--- src/rtl/riscv_m_pkg.sv ---
// Shared definitions for the RV32M multiply/divide unit: op codes, FSM states
// and a sign/magnitude helper used when operands are captured.
package riscv_m_pkg;

    localparam int M_XLEN = 32;

    typedef enum logic [2:0] {
        OP_MUL    = 3'b000,
        OP_MULH   = 3'b001,
        OP_MULHSU = 3'b010,
        OP_MULHU  = 3'b011,
        OP_DIV    = 3'b100,
        OP_DIVU   = 3'b101,
        OP_REM    = 3'b110,
        OP_REMU   = 3'b111
    } m_op_e;

    typedef enum logic [1:0] {
        IDLE = 2'b00,
        MUL  = 2'b01,
        DIV  = 2'b10,
        DONE = 2'b11
    } muldiv_state_e;

    typedef struct packed {
        logic              neg;
        logic [M_XLEN-1:0] mag;
    } signmag_t;

    // Splits a two's-complement value into sign and magnitude; unsigned
    // operands pass through untouched with a clear sign.
    function automatic signmag_t to_signmag(input logic [M_XLEN-1:0] v,
                                            input logic is_signed);
        signmag_t sm;
        sm.neg = is_signed & v[M_XLEN-1];
        sm.mag = sm.neg ? -v : v;
        return sm;
    endfunction

endpackage

--- src/rtl/muldiv_unit.sv ---
// Iterative RV32M multiply/divide unit. Shift-add multiply and restoring
// divide share one double-width accumulator; one bit is processed per clock.
// Divide-by-zero and signed overflow bypass the iteration entirely.
module muldiv_unit
    import riscv_m_pkg::*;
#(
    parameter int DATA_WIDTH    = 32,
    parameter int OPCODE_LENGTH = 3
) (
    input  logic                     clk,
    input  logic                     reset,
    input  logic                     start,
    input  logic [OPCODE_LENGTH-1:0] Funct3,
    input  logic [DATA_WIDTH-1:0]    SrcA,
    input  logic [DATA_WIDTH-1:0]    SrcB,
    input  logic                     flush,
    output logic                     busy,
    output logic                     done,
    output logic [DATA_WIDTH-1:0]    Result
);

    localparam int CW = $clog2(DATA_WIDTH) + 1;
    localparam logic [CW-1:0] CNT_LAST = CW'(DATA_WIDTH - 1);
    localparam logic [CW-1:0] CNT_ONE  = CW'(1);
    localparam logic [DATA_WIDTH-1:0] MIN_NEG = {1'b1, {(DATA_WIDTH-1){1'b0}}};

    muldiv_state_e state, state_next;

    logic [CW-1:0]           cnt;
    logic [2*DATA_WIDTH-1:0] acc;
    logic [DATA_WIDTH-1:0]   operand_b;
    m_op_e                   op;
    logic                    res_neg;
    logic                    rem_neg;
    logic [DATA_WIDTH-1:0]   result_q;

    m_op_e                   op_in;
    logic                    a_signed, b_signed;
    signmag_t                sm_a, sm_b;
    logic                    div_zero, div_ovf, fast;
    logic [DATA_WIDTH-1:0]   fast_result;

    logic [DATA_WIDTH:0]     mul_sum;
    logic [2*DATA_WIDTH-1:0] mul_next;
    logic                    div_ge;
    logic [DATA_WIDTH-1:0]   div_sub;
    logic [2*DATA_WIDTH-1:0] div_next;
    logic [2*DATA_WIDTH-1:0] step_next;
    logic [2*DATA_WIDTH-1:0] prod;
    logic [DATA_WIDTH-1:0]   quo, rem;
    logic [DATA_WIDTH-1:0]   final_result;

    logic                    iterating, launch, advance;

    assign iterating = (state == MUL) || (state == DIV);
    assign launch    = (state == IDLE) && start && !flush;
    assign advance   = iterating && !flush;

    assign busy   = iterating;
    assign done   = (state == DONE);
    assign Result = result_q;

    // Decode the incoming op: signedness of each operand and the special
    // divide cases that complete without iterating.
    always_comb begin
        op_in       = m_op_e'(Funct3);
        a_signed    = op_in inside {OP_MUL, OP_MULH, OP_MULHSU, OP_DIV, OP_REM};
        b_signed    = op_in inside {OP_MUL, OP_MULH, OP_DIV, OP_REM};
        sm_a        = to_signmag(SrcA, a_signed);
        sm_b        = to_signmag(SrcB, b_signed);
        div_zero    = Funct3[2] && (SrcB == '0);
        div_ovf     = (op_in inside {OP_DIV, OP_REM}) && (SrcA == MIN_NEG) && (SrcB == '1);
        fast        = div_zero || div_ovf;
        fast_result = '0;
        if (div_zero) begin
            fast_result = Funct3[1] ? SrcA : '1;
        end else if (div_ovf) begin
            fast_result = Funct3[1] ? '0 : MIN_NEG;
        end
    end

    // One iteration step of either datapath. The multiplier sits in the low
    // half and is shifted out as partial sums enter the high half; the divide
    // shifts the dividend into the remainder half and shifts quotient bits in.
    always_comb begin
        mul_sum   = {1'b0, acc[2*DATA_WIDTH-1:DATA_WIDTH]} + (acc[0] ? {1'b0, operand_b} : '0);
        mul_next  = {mul_sum, acc[DATA_WIDTH-1:1]};
        div_ge    = acc[2*DATA_WIDTH-1] || (acc[2*DATA_WIDTH-2:DATA_WIDTH-1] >= operand_b);
        div_sub   = acc[2*DATA_WIDTH-2:DATA_WIDTH-1] - operand_b;
        div_next  = div_ge ? {div_sub, acc[DATA_WIDTH-2:0], 1'b1}
                           : {acc[2*DATA_WIDTH-2:DATA_WIDTH-1], acc[DATA_WIDTH-2:0], 1'b0};
        step_next = (state == MUL) ? mul_next : div_next;
    end

    // Sign-correct the last step's output and pick the half the op returns.
    always_comb begin
        prod = res_neg ? -mul_next : mul_next;
        quo  = res_neg ? -div_next[DATA_WIDTH-1:0] : div_next[DATA_WIDTH-1:0];
        rem  = rem_neg ? -div_next[2*DATA_WIDTH-1:DATA_WIDTH] : div_next[2*DATA_WIDTH-1:DATA_WIDTH];
        case (op)
            OP_MUL:                       final_result = prod[DATA_WIDTH-1:0];
            OP_MULH, OP_MULHSU, OP_MULHU: final_result = prod[2*DATA_WIDTH-1:DATA_WIDTH];
            OP_DIV, OP_DIVU:              final_result = quo;
            default:                      final_result = rem;
        endcase
    end

    // State register.
    always_ff @(posedge clk or posedge reset) begin
        if (reset) state <= IDLE;
        else       state <= state_next;
    end

    // Next-state logic; flush wins over both start and completion.
    always_comb begin
        state_next = state;
        case (state)
            IDLE: begin
                if (launch) begin
                    if (fast)           state_next = DONE;
                    else if (Funct3[2]) state_next = DIV;
                    else                state_next = MUL;
                end
            end
            MUL, DIV: begin
                if (flush)                 state_next = IDLE;
                else if (cnt == CNT_LAST)  state_next = DONE;
            end
            default: state_next = IDLE;
        endcase
    end

    // Operand capture on launch, iteration while running, result write on
    // the final step or immediately for the special divide cases.
    always_ff @(posedge clk or posedge reset) begin
        if (reset) begin
            cnt       <= '0;
            acc       <= '0;
            operand_b <= '0;
            op        <= OP_MUL;
            res_neg   <= 1'b0;
            rem_neg   <= 1'b0;
            result_q  <= '0;
        end else if (launch) begin
            cnt       <= '0;
            acc       <= {{DATA_WIDTH{1'b0}}, sm_a.mag};
            operand_b <= sm_b.mag;
            op        <= op_in;
            res_neg   <= sm_a.neg ^ sm_b.neg;
            rem_neg   <= sm_a.neg;
            if (fast) result_q <= fast_result;
        end else if (advance) begin
            acc <= step_next;
            cnt <= cnt + CNT_ONE;
            if (cnt == CNT_LAST) result_q <= final_result;
        end
    end

endmodule

--- config.mk ---
export PLATFORM = sky130hd
export DESIGN_NAME = muldiv_unit
export DESIGN_NICKNAME = d
export VERILOG_FILES = /design/src/rtl/riscv_m_pkg.sv /design/src/rtl/muldiv_unit.sv
export SDC_FILE = /design/constraint.sdc
export NUM_CORES = 1
export LEC_CHECK = 0
export BUFFER_PORTS_ARGS = -buffer_cell sky130_fd_sc_hd__buf_4
export CELL_PAD_IN_SITES_DETAIL_PLACEMENT = 1
export CELL_PAD_IN_SITES_GLOBAL_PLACEMENT = 1
export CORE_MARGIN = 2
export CORE_UTILIZATION = 50
export DETAILED_ROUTE_END_ITERATION = 8
export PLACE_DENSITY = 0.89
export SYNTH_ARGS = -nofsm -noshare
export SYNTH_HDL_FRONTEND = slang
export SYNTH_SLANG_ARGS = --single-unit
--- constraint.sdc ---
create_clock -name clk -period 12.1 [get_ports clk]
set_input_delay 1.815 -clock clk [delete_from_list [all_inputs] [get_ports clk]]
set_output_delay 1.815 -clock clk [all_outputs]
set_load 0.02 [all_outputs]
After elaboration in Yosys (flattened, before gate mapping)
Cells that the tools add are included.
Widths: inputs -> output; s select.
Word-level totals
  input port bits: 71
  word-level logic and storage cells: 89
  output and inout bits: 34
  register bits: 141
Operators by class
  equal/unequal tests: 18
  add/sub/neg operators: 8
  bitwise gates (word level): 3
  multiplexer cells: 27
  magnitude comparators: 1
  reductions and logical operators: 24
Operators by type and width (number)
  $mux 32: 13
  $mux 64: 5
  $neg 32->32: 4
  $pmux 32 s3: 1
  $eq 32x32->1 const B: 2
  $neg 64->64: 1
  $add 32x32->33: 1
  $ge 32x32->1: 1
  $logic_not 32->1: 1
  $sub 32x32->32: 1
  $eq 3x3->1 const B: 4
  $mux 6: 2
  $mux 2: 5
  $eq 3x2->1 const B: 3
  $add 6x1->6 const B: 1
  $eq 3x1->1 const B: 2
  $eq 6x5->1 const B: 1
  $logic_and 1x1->1: 6
  $logic_not 3->1: 2
  $reduce_bool 2->1: 3
  $reduce_bool 5->1: 1
  $eq 2x2->1 const B: 2
  $ne 2x2->1 const B: 2
  $pmux 2 s2: 1
  12 further kinds: 16

Logic depth before layout (Yosys ltp)
Gate-level depths: netlist of run 1.
  depth in word-level cells: 9
  depth in mapped cells: 26
  mapped depth without buffers: 21

Worst setup path after synthesis of run 1
OpenSTA, ideal clock, no wires.
  path kind: register to register
  from: register acc[31]
  to: register result_q[30] (netlist: Result[30])
  setup time: 0.077 ns
  stages on the path, launching flop included: 26
  required time: 12.023 ns
  clock period less this slack: 5.715 ns
  slack: 6.385 ns
  buffers on the path: 5
  arrival: 5.638 ns
  cell sequence: dfrtp_1 > clkbuf_1 > inv_1 > ha_1 > inv_1 > fa_1 > nand3_1 > a211oi_1 > or2_2 > clkbuf_1 > o2111ai_1 > nand3_1 > clkbuf_1 > buf_1 > buf_1 > mux2i_1 > ha_1 > inv_1 > nor4_1 > and4b_1 > nand4_1 > a21oi_1 > nand4_1 > or3_1 > o311a_1 > a21oi_1
On the way
  cells in the longest elaborated chain, start to end: 9
  elaborated cells on any way between the ends: 14
  those cells by class: add/sub (4); order compare (1); mux (8); reduce/logical (1)
RTL lines
  start: declaration: line muldiv_unit.sv:30  | logic [2*DATA_WIDTH-1:0] acc;
  start signal: assignment: line muldiv_unit.sv:146  | acc <= {{DATA_WIDTH{1'b0}}, sm_a.mag};
  start signal: assignment: line muldiv_unit.sv:153  | acc <= step_next;
  $ge 32x32->1: line muldiv_unit.sv:88  | div_ge = acc[2*DATA_WIDTH-1] || (acc[2*DATA_WIDTH-2:DATA_WIDTH-1] >= operand_b);
  $logic_or 1x1->1: line muldiv_unit.sv:88
  $mux 64: line muldiv_unit.sv:90  | div_next = div_ge ? {div_sub, acc[DATA_WIDTH-2:0], 1'b1}
  $neg 32->32 (on tied branches): line muldiv_unit.sv:99, muldiv_unit.sv:98
  $mux 32 (on tied branches): line muldiv_unit.sv:99, muldiv_unit.sv:98
  $pmux 32 s3 *: line muldiv_unit.sv:100  | case (op)
  $mux 32 *: line muldiv_unit.sv:155  | if (cnt == CNT_LAST) result_q <= final_result;
  $mux 32 *: line muldiv_unit.sv:152  | end else if (advance) begin
  $mux 32 *: line muldiv_unit.sv:144  | end else if (launch) begin
  end signal: assignment: line muldiv_unit.sv:151  | if (fast) result_q <= fast_result;
  end signal: assignment: line muldiv_unit.sv:155
  end: declaration: line muldiv_unit.sv:35  | logic [DATA_WIDTH-1:0] result_q;
Mark *: on every way between the ends. The rest lies on a longest branch, timed or not. The select of a mux whose other input is x is not followed.
A chain may end at the register's enable or synchronous reset.

Worst setup path in the final report of run 1
Same ends and word-level chain as after synthesis.

==> results.yml, run 1 <==
die:
  die_area_sq_um: 34600
  start_util_pct: 50.9
  die_width_microns: 186
  core_sq_um: 32500
  io_pins: 105
  die_h_microns: 186
  num_rows: 66
sta:
  finalSetupTns_ns: 0
  setup_viol: 0
  fin_skew_ns: 0.0146
  period_minus_slack_ns: 6.49
  final.period_utilization_pct: 53.6
  slew_viol_final: 0
  slew-limit-headroom_pct: 19.5
  worstMarginPinSlew_ns: 1.20
  clock.fmax_mhz: 154
  hold_viol: 0
  rsz0062_at_grt: "no"
grt:
  grt_first_pass_wirelength_mm: 111
  grt_max_degree: 79
  antenna_found_initial: 4
  grt_usage_pct: 41.7
  grt_pass1_vias: 18800
  overflow: 0
synthesis:
  synthFlopType: "dfrtp_1"
  yosysTopAreaCellShare_pct: 21.3
  synthCells: 2291
  avgSynthCellArea_sq_um: 7.22
  yosysWarnings: 0
  synthesis.area_sq_um: 16500
  synth_edf_count: 0
  synth_nets: 2438
  ys_seq_elements: 141
  ys_types: 85
  synth-seq-area-share_pct: 21.3
  synth_async_sr_flop_share_pct: 100
  synthTopCellsByArea: "dfrtp_1 21%, nand2_1 6.8%, o21ai_0 6.6%"
  yosys.area.top_type: "dfrtp_1"
drt:
  wl_per_cell_microns: 26.5
  viasPerCell: 6.99
  drt_iter0_drc: 2089
  drc: 0
  detailroute.via_count: 19000
  wirelength_mm: 72.0
  drtAntennaViolNets: 0
  drtPass1Iterations: 6
clock_tree:
  postCtsHoldBufs: 0
  post_cts_buffers: 0
  post_cts_resized: 0
  cts-root-buf: "clkbuf_16"
  clk_pin_slew_ns: 0.07
  cts_buffers: 17
  htree_levels: 4
  clk_path_buf_depth: 2
  clock_sinks: 141
  tritoncts: "yes"
  clk_latency_ns: 0.47
finish:
  nets: 2416
  syn_to_final_growth_pct: 9.28
  num_antenna_cells: 0
  layout_commonest_cell: "nand2_1"
  mostFrequentLayoutCells: "300 x nand2_1, 218 x o21ai_0, 181 x nor2_1, 166 x a21oi_1, 140 x dfrtp_1"
  nFillCells: 4203
  layout.cells.non_filler: 2723
  final_core_util_pct: 55.6
  drive_above_1_share_pct: 8.86
power:
  switching_share_pct: 59.7
  powerDensity_nw_per_um2: 363
  pwr-share-clk_pct: 9.1
  pwr-share-seq_pct: 14.5
  switchingPower_mw: 3.92
  ir_drop_uv: 206
  p_comb_share_pct: 76.3
  power_leakage_nw: 7.36
  intPower_mw: 2.65
critical_path:
  crit_arrival_ns: 6.88
  crit_path_start_kind: "flop"
  r2r-end: "Result[30]$_DFFE_PP0P_"
  cp.required_ns: 12.49
  reg2regPathDepth: 21
  cp-end-kind: "flop"
  path_max_fanout: 53
  worst-setup-path-type: "reg2reg"
  r2r_setup_slack_ns: 5.61
  reg2reg_from: "acc[31]$_DFFE_PP0P_"
placement:
  io_buffers: 104
  hpwl_mm: 53.6
  dp_cells: 2692
  gp_congestion: 1.02
run_status:
  status: "complete, no violations"
worst_hold_path:
  worst_hold_startpoint: "Result[17]$_DFFE_PP0P_"
  min_path_cells: 2
  hold_end: "Result[17]$_DFFE_PP0P_"
  hold_path_class: "reg2reg"
flow_run:
  drv_cap: 0
-- sequential cells by signal, indices dropped and copies added (netlist names) --
register / count
Result: 32
op: 3
cnt: 6
operand_b: 32
res_neg: 1
acc: 64
rem_neg: 1
state: 2
-- cells by family after synthesis --
group / share of synthesized area, %
AO/OA/AOI/OAI: 29.2
flip-flops: 21.3
AND/OR/NAND/NOR: 24.4
buffers and inverters: 5.41
adder cells (fa/ha/maj): 5.84
XOR/XNOR: 11.1
multiplexers: 2.68
-- per-layer routing --
| layer | global-route usage, % | wire length (microns) | part of all wire, % |
|---|---|---|---|
| met4 | 18.3 | 3010 | 4.2 |
| met5 | 0 | 32 | 0.044 |
| met2 | 67.0 | 33300 | 46 |
| met1 | 54.1 | 29300 | 41 |
| met3 | 8.73 | 6490 | 9.0 |
-- final cells by class --
cell class / instances / area, sq um / share of cell area (%)
repair buffers: 124 / 931 / 5.15
multi-input cells: 1914 / 12200 / 67.3
inverters: 71 / 272 / 1.50
well taps: 442 / 553 / 3.06
clock inverters: 10 / 163 / 0.900
clock buffers: 21 / 470 / 2.60
flip-flops and latches: 141 / 3530 / 19.5
-- worst max-delay path by stage --
| stage | from | end | slack, ns | depth (start not counted) |
|---|---|---|---|---|
| 3_5_place_dp | acc[31]$_DFFE_PP0P_ | Result[30]$_DFFE_PP0P_ | 5.86 | 21 |
| 6_report | acc[31]$_DFFE_PP0P_ | Result[30]$_DFFE_PP0P_ | 5.61 | 21 |
| 3_3_place_gp | acc[31]$_DFFE_PP0P_ | Result[30]$_DFFE_PP0P_ | 6.12 | 21 |
| 2_1_floorplan | acc[31]$_DFFE_PP0P_ | Result[30]$_DFFE_PP0P_ | 6.38 | 25 |
| 5_1_grt | acc[31]$_DFFE_PP0P_ | Result[30]$_DFFE_PP0P_ | 5.16 | 21 |
| 4_1_cts | acc[31]$_DFFE_PP0P_ | Result[30]$_DFFE_PP0P_ | 5.82 | 21 |
-- power groups by stage --
| stage | sequential [mW] | combinational [mW] | clock [mW] |
|---|---|---|---|
| 2_1_floorplan | 0.742 | 3.50 | 0 |
| 3_3_place_gp | 0.925 | 4.65 | 0 |
| 3_5_place_dp | 0.942 | 4.78 | 0 |
| 4_1_cts | 0.936 | 4.84 | 0.597 |
| 5_1_grt | 0.973 | 5.33 | 0.617 |
| 6_report | 0.954 | 5.01 | 0.599 |
-- critical path, cell delays in order (launching register included) --
cell	delay, ns
dfrtp_1	0.56
inv_1	0.14
ha_1	0.26
inv_1	0.08
fa_1	0.20
nand3_1	0.13
a211oi_1	0.49
or2_2	0.30
o2111ai_1	0.23
nand3_2	0.16
buf_4	0.55
mux2i_1	0.37
ha_1	0.27
inv_1	0.08
nor4_1	0.38
and4b_1	0.31
nand4_1	0.14
a21oi_1	0.52
nand4_1	0.38
or3_1	0.40
o311a_1	0.29
a21oi_1	0.14
-- per-stage QoR --
stage / hold WS (ns) / instance area, sq um / power (mW) / worst slack [ns]
CTS: 0.485 / 18100 / 6.37 / 5.82
finish: 0.481 / 18100 / 6.57 / 5.61
floorplan: 0.450 / 16500 / 4.24 / 6.38
detailed placement: 0.471 / 17400 / 5.72 / 5.86
global placement: 0.461 / 17400 / 5.58 / 6.12
global route: 0.508 / 18100 / 6.92 / 5.16
-- synthesized netlist by cell type (14+ instances only) --
cell / count
a21o_1: 26
dfrtp_1: 141
or3_1: 36
and2_1: 25
o21a_1: 20
a211oi_1: 22
clkbuf_1: 139
buf_1: 23
nor4_1: 27
nand2_1: 300
a221oi_1: 14
nand2b_1: 16
o211ai_1: 82
inv_1: 70
o21ai_0: 218
xor2_1: 101
o22ai_1: 15
or4_1: 25
a31oi_1: 29
or2_2: 20
o41ai_1: 15
nor3_1: 51
mux2i_1: 42
o31ai_1: 38
ha_1: 74
nand3_1: 43
a21oi_1: 166
nor2_1: 183
nand4_1: 38
xnor2_1: 109
(Power assumes the default switching activity.)
==> run 2, diff against run 1 <==
--- a/config.mk
+++ b/config.mk
@@ -9,9 +9,9 @@
 export CELL_PAD_IN_SITES_DETAIL_PLACEMENT = 1
 export CELL_PAD_IN_SITES_GLOBAL_PLACEMENT = 1
 export CORE_MARGIN = 2
-export CORE_UTILIZATION = 50
+export CORE_UTILIZATION = 42
 export DETAILED_ROUTE_END_ITERATION = 8
-export PLACE_DENSITY = 0.89
+export PLACE_DENSITY = 0.8
 export SYNTH_ARGS = -nofsm -noshare
 export SYNTH_HDL_FRONTEND = slang
 export SYNTH_SLANG_ARGS = --single-unit
==> constraint.sdc (replaced) <==
create_clock -name clk -period 5.75 [get_ports clk]
set_input_delay 0.8625 -clock clk [delete_from_list [all_inputs] [get_ports clk]]
set_output_delay 0.8625 -clock clk [all_outputs]
set_load 0.02 [all_outputs]
==> run 2 against run 1 <==
Compared with the run above: via count fell by 2.0%; routed wire length decreased by 2.5%; global-route usage down 8.0 points; worst setup slack got worse by 5.3 ns; critical path type unchanged.
==> results.yml, run 2 (synthesis gave the netlist of run 1 again) <==
die:
  start_util_pct: 42.7
  io_pins: 105
  die_h_microns: 202
  num_rows: 72
  die_width_microns: 202
  core_sq_um: 38700
  die_area_sq_um: 41000
clock_tree:
  clk_path_buf_depth: 2
  postCtsHoldBufs: 0
  tritoncts: "yes"
  htree_levels: 4
  cts-root-buf: "clkbuf_16"
  clk_latency_ns: 0.47
  clk_pin_slew_ns: 0.07
  cts_buffers: 17
  clock_sinks: 141
sta:
  slew_viol_final: 0
  clock.fmax_mhz: 183
  slew-limit-headroom_pct: 25.8
  period_minus_slack_ns: 5.46
  hold_viol: 0
  fin_skew_ns: 0.0112
  worstMarginPinSlew_ns: 1.11
  final.period_utilization_pct: 94.9
  setup_viol: 0
  hold-worst-slack_ns: 0.407
critical_path:
  cp.required_ns: 6.11
  path_max_fanout: 44
  crit_arrival_ns: 5.81
  path_delay_family: "compound AO/OA/AOI/OAI gates"
  critPathMaxStageDelay_ns: 0.59
  worst-setup-path-type: "reg2reg"
  crit_buf_inv: 2
  crit_path_start_kind: "flop"
  crit_slowest_cell: "or4_1"
  startpoint: "acc[33]$_DFFE_PP0P_"
  crit_chain: "ha_1 > nand3_1 > a211oi_1 > or2_2 > o2111ai_1 > nand3_2 > buf_4 > inv_1 > or4_1 > a222oi_1 > nand4_1 > o311a_1 > a221o_1 > a31o_2"
  cp-end-kind: "flop"
  reg2reg_from: "acc[33]$_DFFE_PP0P_"
  r2r_setup_slack_ns: 0.29
placement:
  dp_cells: 2801
  io_buffers: 104
  hpwl_mm: 54.0
  gp_congestion: 0.982
grt:
  antenna_found_initial: 3
  grt_pass1_vias: 18700
  grt_max_degree: 136
  grt_usage_pct: 33.7
  overflow: 0
  grt_first_pass_wirelength_mm: 108
power:
  switchingPower_mw: 8.05
  pwr-share-clk_pct: 8.1
  p_comb_share_pct: 77.3
  intPower_mw: 5.65
  switching_share_pct: 58.8
  pwr-share-seq_pct: 14.7
  totalPowerFinal_mw: 13.7
  power_leakage_nw: 7.50
  powerDensity_nw_per_um2: 745
  ir_drop_uv: 501
run_status:
  status: "complete, no violations"
drt:
  drtAntennaViolNets: 0
  wirelength_mm: 70.2
  drc: 0
  drt_iter0_drc: 1777
  wl_per_cell_microns: 24.8
  drtPass1Iterations: 6
  detailroute.via_count: 18700
  viasPerCell: 6.58
flow_run:
  drv_cap: 0
worst_hold_path:
  hold_path_class: "in2async"
finish:
  mostFrequentLayoutCells: "300 x nand2_1, 217 x o21ai_0, 182 x nor2_1, 166 x a21oi_1, 157 x buf_4"
  syn_to_final_growth_pct: 11.1
  largest_register: "acc"
  layout_commonest_cell: "nand2_1"
  final_core_util_pct: 47.4
  nets: 2450
  largest_reg_flops: 64
  drive_above_1_share_pct: 10.2
  layout.cells.non_filler: 2833
  num_antenna_cells: 0
run 2: cell types whose count changed in the layout (fill, tap and decap cells not counted), sizes merged:
cell	before	now
buf	124	158
bufinv	4	1
clkbuf	21	24
clkinv	4	6
clkinvlp	2	0
run 2: final cells by class:
class / instances / area, sq um
Clock buffer: 24 / 482
Multi-Input combinational cell: 1914 / 12200
Inverter: 71 / 272
Tap cell: 518 / 648
Timing Repair Buffer: 158 / 1200
Clock inverter: 7 / 63.8
Sequential cell: 141 / 3530
Fill cell: 4973 / 20400
run 2: per-layer routing:
metal	part of all wire, %	track usage (%)
met2	45	53.8
met1	42	43.7
met4	5.1	16.4
met5	0	0
met3	7.5	6.69
run 2: through the flow:
| stage | setup slack [ns] | setup TNS [ns] | cell area (sq um) |
|---|---|---|---|
| 2_1_floorplan | 0.0345 | 0 | 16500 |
| 3_5_place_dp | 0.348 | 0 | 17800 |
| 5_1_grt | -0.0107 | -0.0107 | 18400 |
| 4_1_cts | 0.322 | 0 | 18400 |
| 6_report | 0.295 | 0 | 18400 |
| 3_3_place_gp | 0.547 | 0 | 17800 |
run 2: worst paths after layout:
check | endpoint | depth (start not counted)
min in group clk | operand_b[28]$_DFFE_PP0P_ | 2
worst max register to register | Result[31]$_DFFE_PP0P_ | 14
worst min-delay path | acc[5]$_DFFE_PP0P_ | 2
worst max-delay path | Result[31]$_DFFE_PP0P_ | 14
worst min register to register | operand_b[28]$_DFFE_PP0P_ | 2
max in group asynchronous | operand_b[13]$_DFFE_PP0P_ | 3
run 2: timing repair:
item                       in CTS  in global routing
gates resized for setup         0                  4
setup endpoints to repair       0                  2
setup buffers                   0                  1
run 2: power by group through the flow:
| stage | sequential [mW] | combinational [mW] | clock (mW) |
|---|---|---|---|
| after floorplan | 1.56 | 7.36 | 0 |
| after global placement | 1.96 | 9.91 | 0 |
| after detailed placement | 1.99 | 10.2 | 0 |
| after CTS | 1.98 | 10.3 | 1.11 |
| after global routing | 2.04 | 11.4 | 1.15 |
| final | 2.01 | 10.6 | 1.11 |
==> run 3, diff against run 2 <==
--- a/config.mk
+++ b/config.mk
@@ -8,6 +8,7 @@
 export BUFFER_PORTS_ARGS = -buffer_cell sky130_fd_sc_hd__buf_4
 export CELL_PAD_IN_SITES_DETAIL_PLACEMENT = 1
 export CELL_PAD_IN_SITES_GLOBAL_PLACEMENT = 1
+export CORE_ASPECT_RATIO = 0.9
 export CORE_MARGIN = 2
 export CORE_UTILIZATION = 42
 export DETAILED_ROUTE_END_ITERATION = 8
==> run 3 against run 2 <==
Compared with the run above: routed wire length increased by 3.7%; critical path type unchanged; global-route usage increased by 1.8 points; largest cell class unchanged; non-clock buffer count rose by 3; clock-buffer cell count shrank 4; clock skew increased by 0.0022 ns.
==> results.yml, run 3 (synthesis gave the netlist of run 1 again) <==
grt:
  grt_first_pass_wirelength_mm: 111
  grt_pass1_vias: 18600
  grt_max_degree: 73
  overflow: 0
  antenna_found_initial: 3
  grt_usage_pct: 35.5
drt:
  drtPass1Iterations: 6
  drc: 0
  drt_iter0_drc: 2070
  wl_per_cell_microns: 25.6
  detailroute.via_count: 18700
  viasPerCell: 6.58
  wirelength_mm: 72.9
  drtAntennaViolNets: 0
finish:
  largest_reg_flops: 64
  drive_above_1_share_pct: 10.3
  finalInstanceArea_sq_um: 18500
  syn_to_final_growth_pct: 11.5
  num_antenna_cells: 0
  layout_commonest_cell: "nand2_1"
  mostFrequentLayoutCells: "300 x nand2_1, 217 x o21ai_0, 181 x nor2_1, 166 x a21oi_1, 160 x buf_4"
  largest_register: "acc"
  final_core_util_pct: 47.8
  nets: 2453
placement:
  dp_slack_ns: 0.114
  hpwl_mm: 56.2
  io_buffers: 104
  gp_congestion: 0.975
  dpl-instance-area_sq_um: 17800
sta:
  setup_viol: 0
  final.period_utilization_pct: 95.0
  period_minus_slack_ns: 5.46
  clock.fmax_mhz: 183
  setup_ws_ns: 0.288
  slew-limit-headroom_pct: 20.8
  finalSetupTns_ns: 0
  fin_skew_ns: 0.0133
  worstMarginPinSlew_ns: 1.18
  hold_viol: 0
  slew_viol_final: 0
critical_path:
  crit_arrival_ns: 5.86
  worst-setup-path-type: "reg2reg"
  cp.required_ns: 6.15
  cp-end-kind: "flop"
  path_max_fanout: 10
  crit_path_start_kind: "flop"
die:
  die_area_sq_um: 41000
  start_util_pct: 42.8
  num_rows: 68
  core_sq_um: 38600
  die_width_microns: 213
  die_h_microns: 192
  io_pins: 105
worst_hold_path:
  hold_path_class: "in2async"
clock_tree:
  htree_levels: 4
  clk_path_buf_depth: 2
  tritoncts: "yes"
  cts_buffers: 17
  cts-root-buf: "clkbuf_16"
  clock_sinks: 141
  clk_pin_slew_ns: 0.07
  clk_latency_ns: 0.47
flow_run:
  drv_cap: 0
power:
  powerDensity_nw_per_um2: 755
  power_leakage_nw: 7.53
  ir_drop_uv: 401
  totalPowerFinal_mw: 13.9
run_status:
  status: "complete, no violations"
[run 3: routing by layer]
| metal | wire length (microns) | track usage, % |
|---|---|---|
| met1 | 31700 | 49.0 |
| met2 | 32400 | 55.1 |
| met3 | 6190 | 6.57 |
| met4 | 2590 | 13.5 |
| met5 | 0 | 0 |
[run 3: per-stage QoR]
stage	hold slack, ns	cells
after floorplan	0.450	2291
after global placement	0.461	2811
after detailed placement	0.470	2811
after CTS	0.484	2842
after global routing	0.503	2843
final	0.474	2843
[run 3: final timing paths]
path | startpoint | to | slack (ns) | depth (start not counted)
min in group clk | operand_b[16]$_DFFE_PP0P_ | operand_b[16]$_DFFE_PP0P_ | 0.48 | 2
worst min register to register | operand_b[16]$_DFFE_PP0P_ | operand_b[16]$_DFFE_PP0P_ | 0.48 | 2
max in group asynchronous | reset | res_neg$_DFFE_PP0P_ | 4.01 | 3
worst max-delay path | acc[38]$_DFFE_PP0P_ | Result[30]$_DFFE_PP0P_ | 0.29 | 18
worst max register to register | acc[38]$_DFFE_PP0P_ | Result[30]$_DFFE_PP0P_ | 0.29 | 18
worst min-delay path | reset | Result[6]$_DFFE_PP0P_ | 0.47 | 2
[run 3: final cells by class]
| class | count | area (sq um) |
|---|---|---|
| fillers | 4945 | 20200 |
| inverters | 71 | 272 |
| flip-flops and latches | 141 | 3530 |
| multi-input cells | 1914 | 12200 |
| repair buffers | 161 | 1220 |
| clock inverters | 11 | 144 |
| clock buffers | 20 | 447 |
| well taps | 525 | 657 |
[run 3: power breakdown]
| group | internal [mW] | switching (mW) | total [mW] | leakage (nW) |
|---|---|---|---|---|
| logic | 3.67 | 7.10 | 10.8 | 5.44 |
| clock network | 0.690 | 0.514 | 1.20 | 0.290 |
| registers | 1.34 | 0.611 | 1.95 | 1.80 |
[run 3: worst max-delay path, stage by stage (launching register included)]
cell and delay, ns:
dfrtp_1 0.48, ha_1 0.47, a21oi_1 0.29, o21ai_0 0.21
or2_2 0.40, o2111ai_2 0.32, nand3_4 0.21, mux2i_1 0.30
ha_1 0.26, inv_1 0.07, nor4_1 0.33, and4b_1 0.36
nand4_1 0.15, a21oi_1 0.34, nand4_1 0.16, buf_4 0.21
or3_1 0.33, o311a_1 0.32, a21oi_1 0.16
[run 3: what timing repair did]
item | in CTS | in global routing
setup endpoints to repair | 0 | 7
hold buffers | 0 | 0
setup buffers | 0 | 1
gates resized for setup | 0 | 3
